==> src/rtl/timeclock_counter_cfg.sv <==
// Hour:min:sec:centisecond time-of-day counter with tick prescaler, run/stop,
// synchronous clear, validated load, 12/24 h display and second/day strobes.
module timeclock_counter_cfg #(
  parameter int unsigned TICK_DIV = 1_000_000,
  parameter int unsigned HOUR_MAX = 24,
  parameter int unsigned DIV_W    = 20
) (
  input  logic       i_clk,
  input  logic       i_reset,
  input  logic       i_run,
  input  logic       i_clear,
  input  logic       i_load,
  input  logic [5:0] i_load_hour,
  input  logic [5:0] i_load_min,
  input  logic [5:0] i_load_sec,
  input  logic       i_mode_12h,
  output logic [5:0] o_hour,
  output logic [5:0] o_min,
  output logic [5:0] o_sec,
  output logic [6:0] o_msec,
  output logic       o_pm,
  output logic       o_sec_tick,
  output logic       o_day_wrap,
  output logic       o_load_err
);

  localparam logic [DIV_W-1:0] DIV_LAST  = DIV_W'(TICK_DIV - 1);
  localparam logic [5:0]       HOUR_LAST = 6'(HOUR_MAX - 1);
  localparam logic [6:0]       HOUR_LIM  = 7'(HOUR_MAX);

  logic [DIV_W-1:0] div_q, div_d;
  logic [6:0]       msec_q, msec_d;
  logic [5:0]       sec_q, sec_d;
  logic [5:0]       min_q, min_d;
  logic [5:0]       hour_q, hour_d;
  logic             sec_tick_q, sec_tick_d;
  logic             day_wrap_q, day_wrap_d;
  logic             load_err_q, load_err_d;

  logic tick, load_ok;
  logic msec_wrap, sec_wrap, min_wrap, hour_wrap;

  assign tick      = i_run && (div_q == DIV_LAST);
  assign load_ok   = ({1'b0, i_load_hour} < HOUR_LIM) && (i_load_min < 6'd60) &&
                     (i_load_sec < 6'd60);
  assign msec_wrap = (msec_q == 7'd99);
  assign sec_wrap  = (sec_q == 6'd59);
  assign min_wrap  = (min_q == 6'd59);
  assign hour_wrap = (hour_q == HOUR_LAST);

  always_comb begin
    div_d      = div_q;
    msec_d     = msec_q;
    sec_d      = sec_q;
    min_d      = min_q;
    hour_d     = hour_q;
    sec_tick_d = 1'b0;
    day_wrap_d = 1'b0;
    load_err_d = 1'b0;
    if (i_clear) begin
      div_d  = '0;
      msec_d = '0;
      sec_d  = '0;
      min_d  = '0;
      hour_d = '0;
    end else if (i_load) begin
      if (load_ok) begin
        div_d  = '0;
        msec_d = '0;
        sec_d  = i_load_sec;
        min_d  = i_load_min;
        hour_d = i_load_hour;
      end else begin
        load_err_d = 1'b1;
      end
    end else if (tick) begin
      // Full carry chain resolves in one cycle so all fields move on the same edge.
      div_d  = '0;
      msec_d = msec_wrap ? 7'd0 : msec_q + 7'd1;
      if (msec_wrap) begin
        sec_tick_d = 1'b1;
        sec_d      = sec_wrap ? 6'd0 : sec_q + 6'd1;
        if (sec_wrap) begin
          min_d = min_wrap ? 6'd0 : min_q + 6'd1;
          if (min_wrap) begin
            hour_d = hour_wrap ? 6'd0 : hour_q + 6'd1;
            if (hour_wrap) day_wrap_d = 1'b1;
          end
        end
      end
    end else if (i_run) begin
      div_d = div_q + 1'b1;
    end
  end

  always_ff @(posedge i_clk or posedge i_reset) begin
    if (i_reset) begin
      div_q      <= '0;
      msec_q     <= '0;
      sec_q      <= '0;
      min_q      <= '0;
      hour_q     <= '0;
      sec_tick_q <= 1'b0;
      day_wrap_q <= 1'b0;
      load_err_q <= 1'b0;
    end else begin
      div_q      <= div_d;
      msec_q     <= msec_d;
      sec_q      <= sec_d;
      min_q      <= min_d;
      hour_q     <= hour_d;
      sec_tick_q <= sec_tick_d;
      day_wrap_q <= day_wrap_d;
      load_err_q <= load_err_d;
    end
  end

  logic [5:0] hour_12;
  assign hour_12 = (hour_q == 6'd0)  ? 6'd12 :
                   (hour_q > 6'd12)  ? hour_q - 6'd12 : hour_q;

  assign o_hour     = i_mode_12h ? hour_12 : hour_q;
  assign o_min      = min_q;
  assign o_sec      = sec_q;
  assign o_msec     = msec_q;
  assign o_pm       = (hour_q >= 6'd12);
  assign o_sec_tick = sec_tick_q;
  assign o_day_wrap = day_wrap_q;
  assign o_load_err = load_err_q;

endmodule
==> config.mk <==
export PLATFORM = sky130hd
export DESIGN_NAME = timeclock_counter_cfg
export DESIGN_NICKNAME = d
export VERILOG_FILES = /design/src/rtl/timeclock_counter_cfg.sv
export SDC_FILE = /design/constraint.sdc
export NUM_CORES = 1
export LEC_CHECK = 0
export BUFFER_PORTS_ARGS = -buffer_cell sky130_fd_sc_hd__buf_2
export CORE_MARGIN = 1
export CORE_UTILIZATION = 40
export CTS_BUF_LIST = sky130_fd_sc_hd__clkbuf_16
export CTS_CLUSTER_DIAMETER = 30
export DETAILED_ROUTE_END_ITERATION = 16
export PLACE_DENSITY = 0.68
export SYNTH_ARGS = -nofsm -noshare
export SYNTH_HDL_FRONTEND = slang
export SYNTH_SLANG_ARGS = --single-unit
==> constraint.sdc <==
create_clock -name i_clk -period 2.95 [get_ports i_clk]
set_clock_uncertainty 0.15 [all_clocks]
set_input_delay 0.4425 -clock i_clk [delete_from_list [all_inputs] [get_ports i_clk]]
set_output_delay 0.4425 -clock i_clk [all_outputs]
set_load 0.01 [all_outputs]
== Yosys cells after proc, flatten, opt, wreduce, memory -nomap -nowiden ==
Index checks and enable logic that the tools add are counted.
Widths: inputs -> output; s select.

* Register bits after elaboration: 48
* Logic and storage cells: 87
* Memory bits (read-only): 0
* Output and inout port bits: 29
* Bits in latches: 0
* Bits of input ports: 24
* Memories: 0
* Bits in writable memories: 0

* Shift-type cells: 0
* $lt $le $gt $ge: 5
* Reductions and logical operators: 14
* Equal/unequal tests: 6
* $mul: 0
* Bitwise logic cells: 0
* Mux-type cells: 48
* Div/mod/pow operators: 0
* Add/subtract/negate cells: 6

{| class="wikitable"
|+ Operator list
! kind !! number
|-
| $mux 6 || 24
|-
| $mux 20 || 5
|-
| $mux 7 || 5
|-
| $add 20x1->20 const B || 1
|-
| $eq 20x20->1 const B || 1
|-
| $add 6x1->6 const B || 3
|-
| $mux 1 || 14
|-
| $eq 6x6->1 const B || 2
|-
| $lt 6x6->1 const B || 2
|-
| $reduce_bool 3->1 || 4
|-
| $add 7x1->7 const B || 1
|-
| $eq 7x7->1 const B || 1
|-
| $eq 6x5->1 const B || 1
|-
| $ge 6x4->1 const B || 1
|-
| $gt 6x4->1 const B || 1
|-
| $logic_not 6->1 || 1
|-
| $lt 6x5->1 const B || 1
|-
| $sub 6x4->6 const B || 1
|-
| $reduce_and 5->1 || 1
|-
| $reduce_and 2->1 || 2
|-
| $reduce_and 4->1 || 1
|-
| $reduce_bool 4->1 || 1
|-
| $logic_and 1x1->1 || 3
|-
| $ne 3x2->1 const B || 1
|-
| $reduce_and 3->1 || 1
|}

== Longest topological paths before layout ==
Gate-level depths: netlist (run 1).

* Depth after elaboration: 8
* Gate-level depth with buffers: 8
* Depth with buffers taken out: 7

== Worst setup path before layout (run 1) ==
No wires, ideal clock.

* Kind: input to register
* From: in i_load
* To: reg sec_q[0], in the netlist o_sec[0]
* Cell stages on the path: 7
* Path buffers: 2
* Arrival time: 2.012 ns
* Required time: 2.675 ns
* Library setup time: 0.125 ns
* Setup slack: 0.663 ns
* Cell sequence: buf_2 or2_2 buf_2 a41oi_2 a21oi_1 nand2_2 mux2_2

* Longest elaborated chain between the ends: 2
* Elaborated cells between the ends (all ways): 6
* Classes of those cells: 1 x eq/ne; 2 x mux; 3 x reduce/logical

{| class="wikitable"
|+ Ends and longest elaborated chain
! item !! line !! RTL
|-
| from (decl) || 12 || <nowiki>input logic i_load,</nowiki>
|-
| $ne 3x2->1 (no line), or another cell as far along || n/a ||
|-
| $reduce_and 3->1 (no line) / $mux 6 (equally long branches) || n/a ||
|-
| to (signal assigned) || 100 || <nowiki>sec_q <= '0;</nowiki>
|-
| to (signal assigned) || 109 || <nowiki>sec_q <= sec_d;</nowiki>
|-
| to (decl) || 33 || <nowiki>logic [5:0] sec_q, sec_d;</nowiki>
|}

Parallel ways exist; a longest one is shown, timed or not.
A chain may end at the register's enable or synchronous reset.

== Final worst setup path (run 1) ==
* From: reg msec_q[0], in the netlist o_msec[0]
* To: reg hour_q[1]

* Longest elaborated chain between the ends: 3

{| class="wikitable"
|+ Ends and longest elaborated chain
! item !! line !! RTL
|-
| from (decl) || 32 || <nowiki>logic [6:0] msec_q, msec_d;</nowiki>
|-
| from (signal assigned) || 108 || <nowiki>msec_q <= msec_d;</nowiki>
|-
| $eq 7x7->1 || 46 || <nowiki>assign msec_wrap = (msec_q == 7'd99);</nowiki>
|-
| $reduce_bool 3->1 (no line) || n/a ||
|-
| $reduce_and 5->1 (no line) || n/a ||
|-
| to (signal assigned) || 111 || <nowiki>hour_q <= hour_d;</nowiki>
|-
| to (decl) || 35 || <nowiki>logic [5:0] hour_q, hour_d;</nowiki>
|}

Every way passes these cells.

==> results.sh, run 1 <==
export IMPL_path_max_fanout=7
export IMPL_clkTransAtPathRegs_ns=0.07
export IMPL_rsz0062_at_grt="no"
export IMPL_synthArstFlopShare_pct=100
export IMPL_drtIter0Drc=276
export IMPL_final_hold_viol_count=0
export IMPL_power_frac_seq_pct=44.9
export IMPL_status="completed"
export IMPL_clkPwrFrac_pct=32.4
export IMPL_n_antenna_cell=0
export IMPL_grt_pass1_wl_um=13400
export IMPL_port_buffers=52
export IMPL_worst_setup_path_type="flop to flop"
export IMPL_setup_viol=0
export IMPL_ys_seq_area_share_pct=38.6
export IMPL_first_pass_iters=5
export IMPL_synth_distinct_cells=55
export IMPL_nets=433
export IMPL_tns_ns=0
export IMPL_grt_use_total_pct=20.2
export IMPL_syn_area_um2=3110
export IMPL_fin_cells=500
export IMPL_grt_overflow=0
export IMPL_p_int_mw=1.18
export IMPL_post_cts_buffers=0
export IMPL_viasPerCell=5.83
export IMPL_required_ns=2.97
export IMPL_h_tree_depth=2
export IMPL_timing_final_crit_share_pct=89.3
export IMPL_post_route_cells_drive_above_1_share_pct=24.2
export IMPL_p_leak_nw=1.57
export IMPL_yosys_area_share_simple_pct=24.1
export IMPL_synth_edf_count=0
export IMPL_synth_main_ff_cell="dfrtp_1"
export IMPL_drc_errors=0
export IMPL_avgSynthCellArea_um2=9.07
export IMPL_slew_headroom_pct=42.2
export IMPL_row_count=31
export IMPL_crit_chain="ha_1 > nor2b_1 > a41oi_2 > a211oi_1 > nand3_1 > mux2i_1"
export IMPL_numCtsBuffers=5
export IMPL_yosysTopAreaCell="dfrtp_1"
export IMPL_pwr_density_cell_nw_per_um2=469
export IMPL_maxCapViolations=0
export IMPL_critPathCaptureType="flop"
export IMPL_synthTopCellsByArea="dfrtp_1, nand2_1, nand3_1, ha_1, o2bb2ai_1"
export IMPL_synth_xor_area_share_pct=3.10
export IMPL_crit_path_max_incr_delay_ns=0.71
export IMPL_combPwrFrac_pct=22.7
export IMPL_ff_latch_area_um2=1200
export IMPL_cts_tree="built"
export IMPL_antenna_found_initial=0
export IMPL_gp_congestion=0.893
export IMPL_multiInputGateArea_um2=1780
export IMPL_ioPinCount=53
export IMPL_p_sw_mw=0.533
export IMPL_synth_warnings=0
export IMPL_place_ws_ns=0.340
export IMPL_maxSlewViolCount=0
export IMPL_cts_hold_buffers=0
export IMPL_synth_seq_cells=48
export IMPL_min_path_type="input port to async pin"
export IMPL_grt_pass1_vias=2746
export IMPL_setup_ws_ns=0.315
export IMPL_die_area_um2=8140
export IMPL_synthAdderAreaFrac_pct=3.62
export IMPL_fin_area_um2=3660
export IMPL_dieHeight_um=90.2
export IMPL_coreArea_um2=7370
export IMPL_die_w_um=90.2
export IMPL_worst_ep_arrival_time_ns=2.65
export IMPL_tightestPinTransition_ns=0.861
export IMPL_yosys_area_top_type_share_pct=38.6
export IMPL_synth_top_family_by_area="compound AO/OA/AOI/OAI gates"
export IMPL_drt_wirelength_per_cell_um=15.5
export IMPL_dpl_cell_count=492
export IMPL_vdd_ir_drop_worst_mv=0.198
export IMPL_route_vias_total=2914
export IMPL_fillers=723
export IMPL_wirelength_um=7750
export IMPL_period_needed_ns=2.63
export IMPL_critPathSlowestCell="a211oi_1"
export IMPL_final_util_pct=49.6
export IMPL_clockRootBuffer="clkbuf_16"
export IMPL_place_area_um2=3520
export IMPL_ctsResizeCount=0
export IMPL_ant_nets=0
export IMPL_start_util_pct=42.2
export IMPL_swShare_pct=31.1
export IMPL_syn_inst=343
export IMPL_max_clock_freq_mhz=380
export IMPL_clk_path_buf_depth=2
export IMPL_start_kind="flop"
export IMPL_syn_to_final_growth_pct=17.5
export IMPL_clock_latency_ns=0.29
export IMPL_clock_sinks=48
export IMPL_muxShareOfSynthArea_pct=1.73
export IMPL_syn_num_nets=376
export IMPL_synth_compound_area_share_pct=24.6
export IMPL_post_dp_hpwl_um=5740
export IMPL_grt_max_degree=33
stage by stage:
| stage | hold slack (ns) | power [mW] |
|---|---|---|
| final | 0.110 | 1.71 |
| after global routing | 0.181 | 1.80 |
| after CTS | 0.136 | 1.73 |
| after detailed placement | 0.352 | 1.17 |
| after global placement | 0.342 | 1.16 |
| after floorplan | 0.316 | 1.02 |
power groups by stage:
stage / logic [mW] / registers (mW) / clock network (mW)
after global placement: 0.384 / 0.779 / 0
after CTS: 0.396 / 0.768 / 0.569
final: 0.390 / 0.769 / 0.555
after detailed placement: 0.394 / 0.781 / 0
after floorplan: 0.243 / 0.779 / 0
after global routing: 0.434 / 0.777 / 0.591
routing by layer:
layer / GRT usage, % / wire (µm) / up-vias
li1: - / - / 1402
met4: 5.51 / 91 / 0
met5: 0 / 0 / -
met3: 3.72 / 440 / 8
met2: 33.8 / 3800 / 96
met1: 26.6 / 3420 / 1408
area by class of cell:
cell class | instances | area share [%]
multi-input combinational | 267 | 48.6
sequential | 48 | 32.8
timing repair buffer | 67 | 10.2
clock buffer | 5 | 3.42
tap | 99 | 3.39
inverter | 11 | 1.13
clock inverter | 3 | 0.376
Yosys cell counts (all sizes together), types with 5 or more instances:
library cell,n
and2,7
a2111oi,9
xnor2,11
a31oi,5
buf,9
nor3,8
clkbuf,8
nor2b,6
o2bb2ai,11
inv,11
ha,9
nand3,29
nand4,9
o21ai,19
a22oi,7
dfrtp,48
nor2,25
a21oi,11
nand2,41
o211ai,5
or3,5
o31ai,9
worst max-delay path, delay by kind of cell (launching register included):
family	cells	cell delay, ns
fa+ha+maj	1	0.20
simple gates	2	0.68
mux	1	0.21
compound gates	2	0.89
flops	1	0.39
sequential cells by signal, indices dropped and copies added (netlist names):
name,cells
o_min,6
o_msec,7
div_q,20
o_day_wrap,1
o_load_err,1
o_sec,6
o_sec_tick,1
hour_q,6
layout by cell type (no fill, tap or decap), types with 3 or more instances in the layout:
| cell | instances |
|---|---|
| o2bb2ai_1 | 11 |
| a2111oi_0 | 8 |
| ha_1 | 9 |
| a22o_1 | 4 |
| clkbuf_16 | 5 |
| o21ai_0 | 18 |
| or3_1 | 5 |
| nor3_1 | 8 |
| and2_1 | 7 |
| mux2_2 | 3 |
| nand2_1 | 39 |
| nand3_1 | 28 |
| inv_1 | 10 |
| nor2b_1 | 6 |
| a22oi_1 | 7 |
| xnor2_1 | 11 |
| nand4_1 | 9 |
| a21oi_1 | 11 |
| buf_4 | 15 |
| or2_2 | 4 |
| dfrtp_1 | 48 |
| o211ai_1 | 5 |
| and3_1 | 3 |
| o31ai_1 | 5 |
| nor2_1 | 25 |
| a31oi_1 | 5 |
| buf_2 | 52 |
worst paths after layout:
check | slack [ns] | endpoint | depth (start not counted) | from
worst max-delay path | 0.32 | hour_q[1]$_DFFE_PP0P_ | 6 | o_msec[0]$_DFFE_PP0P_
min in group i_clk | 0.27 | hour_q[2]$_DFFE_PP0P_ | 3 | i_load_hour[2]
worst min-delay path | 0.11 | o_min[1]$_DFFE_PP0P_ | 2 | i_reset
worst min register to register | 0.36 | div_q[1]$_DFFE_PP0P_ | 2 | div_q[1]$_DFFE_PP0P_
worst max register to register | 0.32 | hour_q[1]$_DFFE_PP0P_ | 6 | o_msec[0]$_DFFE_PP0P_
max in group asynchronous | 1.94 | div_q[16]$_DFFE_PP0P_ | 3 | i_reset
cells by family after synthesis:
family                     after synthesis
AOI/OAI and AO/OA                       96
buffers and inverters                   28
DFF                                     48
and+or+nand+nor                        146
adders and majority gates                9
xor gates and xnor gates                11
muxes                                    5
Note: power is estimated with default switching activity, not from simulation.
==> run 2, diff against run 1 <==
Clock period 2.95 ns to 2.8 ns, I/O delays scaled along.
==> run 2 against run 1 <==
Against the previous run:
- setup slack got worse by 0.097 ns
- global-route usage fell by 0.094 points
- core utilization rose by 0.49 points
- critical path type unchanged
- critical path depth rose by 1
- sequential cell count did not move
- power rose by 11%
- cell area rose by 0.99%
- sequential power rose by 5.6%
- final cell count did not move
- combinational power rose by 5%
==> results.sh, run 2 (synthesized netlist as in run 1, its figures left out) <==
export IMPL_status="completed"
export IMPL_drc_errors=0
export IMPL_die_area_um2=8140
export IMPL_holdPathStages=3
export IMPL_mostFrequentLayoutCell="buf_2"
export IMPL_final_util_pct=50.1
export IMPL_regToRegEndpoint="div_q[14]$_DFFE_PP0P_"
export IMPL_required_ns=2.83
export IMPL_dieHeight_um=90.2
export IMPL_cts_tree="built"
export IMPL_largest_register="div_q"
export IMPL_post_dp_hpwl_um=5880
export IMPL_cp_startpoint="div_q[13]$_DFFE_PP0P_"
export IMPL_nets=433
export IMPL_grt_max_degree=31
export IMPL_min_from="i_load_hour[2]"
export IMPL_critPathSlowestCell="or4_4"
export IMPL_period_needed_ns=2.58
export IMPL_ff2ff_path_depth=7
export IMPL_ff_latch_area_um2=1200
export IMPL_clkTransAtPathRegs_ns=0.06
export IMPL_clk_path_buf_depth=2
export IMPL_gp_congestion=0.905
export IMPL_mostFrequentLayoutCells="buf_2, dfrtp_1, nand2_1"
export IMPL_grt_pass1_wl_um=13200
export IMPL_crit_path_max_incr_delay_ns=0.57
export IMPL_clockRootBuffer="clkbuf_16"
export IMPL_critPathCaptureType="flop"
export IMPL_r2r_slack_ns=0.22
export IMPL_clock_sinks=48
export IMPL_h_tree_depth=2
export IMPL_pwr_density_cell_nw_per_um2=516
export IMPL_tns_ns=0
export IMPL_crit_family="simple AND/OR/NAND/NOR gates"
export IMPL_path_max_fanout=10
export IMPL_start_util_pct=42.2
export IMPL_first_pass_iters=5
export IMPL_max_clock_freq_mhz=387
export IMPL_crit_cells=7
export IMPL_min_path_type="input port to flop"
export IMPL_die_w_um=90.2
export IMPL_maxSlewViolCount=0
export IMPL_p_leak_nw=1.59
export IMPL_worst_setup_path_type="flop to flop"
export IMPL_row_count=31
export IMPL_coreArea_um2=7370
export IMPL_start_kind="flop"
export IMPL_clock_latency_ns=0.29
export IMPL_port_buffers=52
export IMPL_grt_use_total_pct=20.1
export IMPL_worst_ep_arrival_time_ns=2.61
export IMPL_timing_hold_ws_ns=0.250
export IMPL_multiInputGateArea_um2=1780
export IMPL_wirelength_um=7960
export IMPL_drtIter0Drc=210
export IMPL_viasPerCell=5.93
export IMPL_grt_pass1_vias=2696
export IMPL_grt_overflow=0
export IMPL_tightestPinTransition_ns=0.682
export IMPL_ant_nets=0
export IMPL_drt_wirelength_per_cell_um=15.9
export IMPL_setup_viol=0
export IMPL_antenna_found_initial=0
export IMPL_numCtsBuffers=5
export IMPL_finalPower_mw=1.91
export IMPL_final_hold_viol_count=0
export IMPL_place_area_um2=3510
export IMPL_crit_chain="or4_4 > nor4_4 > a31oi_1 > buf_4 > nor2_1 > buf_4 > nor2_1"
export IMPL_timing_final_crit_share_pct=92.2
export IMPL_fillers=715
export IMPL_route_vias_total=2965
export IMPL_ioPinCount=53
export IMPL_fin_area_um2=3690
export IMPL_syn_to_final_growth_pct=18.7
export IMPL_r2r_start="div_q[13]$_DFFE_PP0P_"
export IMPL_rsz0062_at_grt="no"
export IMPL_whs_endpoint="hour_q[2]$_DFFE_PP0P_"
export IMPL_vdd_ir_drop_worst_mv=0.216
export IMPL_n_antenna_cell=0
export IMPL_post_route_cells_drive_above_1_share_pct=24.2
export IMPL_largest_reg_flops=20
export IMPL_maxCapViolations=0
export IMPL_slew_headroom_pct=53.9
export IMPL_critPathBufInv=2
-- run 2: cell types whose count changed in the layout (fill, tap and decap cells not counted), sizes merged --
cell         previous run  this run
bufinv                  0         1
dlygate4sd3             0         1
buf                    67        66
clkinv                  3         2
-- run 2: routing by layer --
metal	GRT usage, %	share of wire (%)	up-vias
met5	0	0	-
met4	4.84	0.80	0
met3	3.98	5.1	6
met2	34.0	51	95
met1	26.3	43	1464
li1	-	-	1400
-- run 2: how the worst max path moves through the flow --
stage	to	slack [ns]
3_5_place_dp	hour_q[1]$_DFFE_PP0P_	0.18
6_report	div_q[14]$_DFFE_PP0P_	0.22
5_1_grt	div_q[14]$_DFFE_PP0P_	0.11
2_1_floorplan	o_sec[0]$_DFFE_PP0P_	0.54
4_1_cts	hour_q[1]$_DFFE_PP0P_	0.15
3_3_place_gp	hour_q[0]$_DFFE_PP0P_	0.31
-- run 2: what timing repair did --
action,CTS,global route
resized for setup,0,1
setup buffers,0,0
endpoints found under the setup margin,0,6
hold buffers,1,0
hold endpoints to repair,18,0
-- run 2: layout make-up --
type                       instances  share of cell area (%)
clock inverter                     3                    1.15
sequential                        48                    32.5
timing repair buffer              67                    10.2
inverter                          11                    1.12
clock buffer                       5                    3.39
tap                               99                    3.35
multi-input combinational        267                    48.3
-- run 2: per-stage QoR --
stage | worst slack, ns | instances
CTS | 0.151 | 500
floorplan | 0.536 | 343
detailed placement | 0.178 | 491
finish | 0.218 | 500
global route | 0.112 | 500
global placement | 0.313 | 491
-- run 2: power breakdown --
part           leakage (nW)  switching (mW)  total (mW)  internal [mW]
Clock                0.0814           0.264       0.684          0.420
Combinational         0.852           0.236       0.409          0.174
Sequential            0.653          0.0687       0.812          0.743
-- run 2: tightest hold or removal path, stage by stage --
cell       delay [ns]
buf_2            0.08
a32oi_1          0.04
o2bb2ai_1        0.11
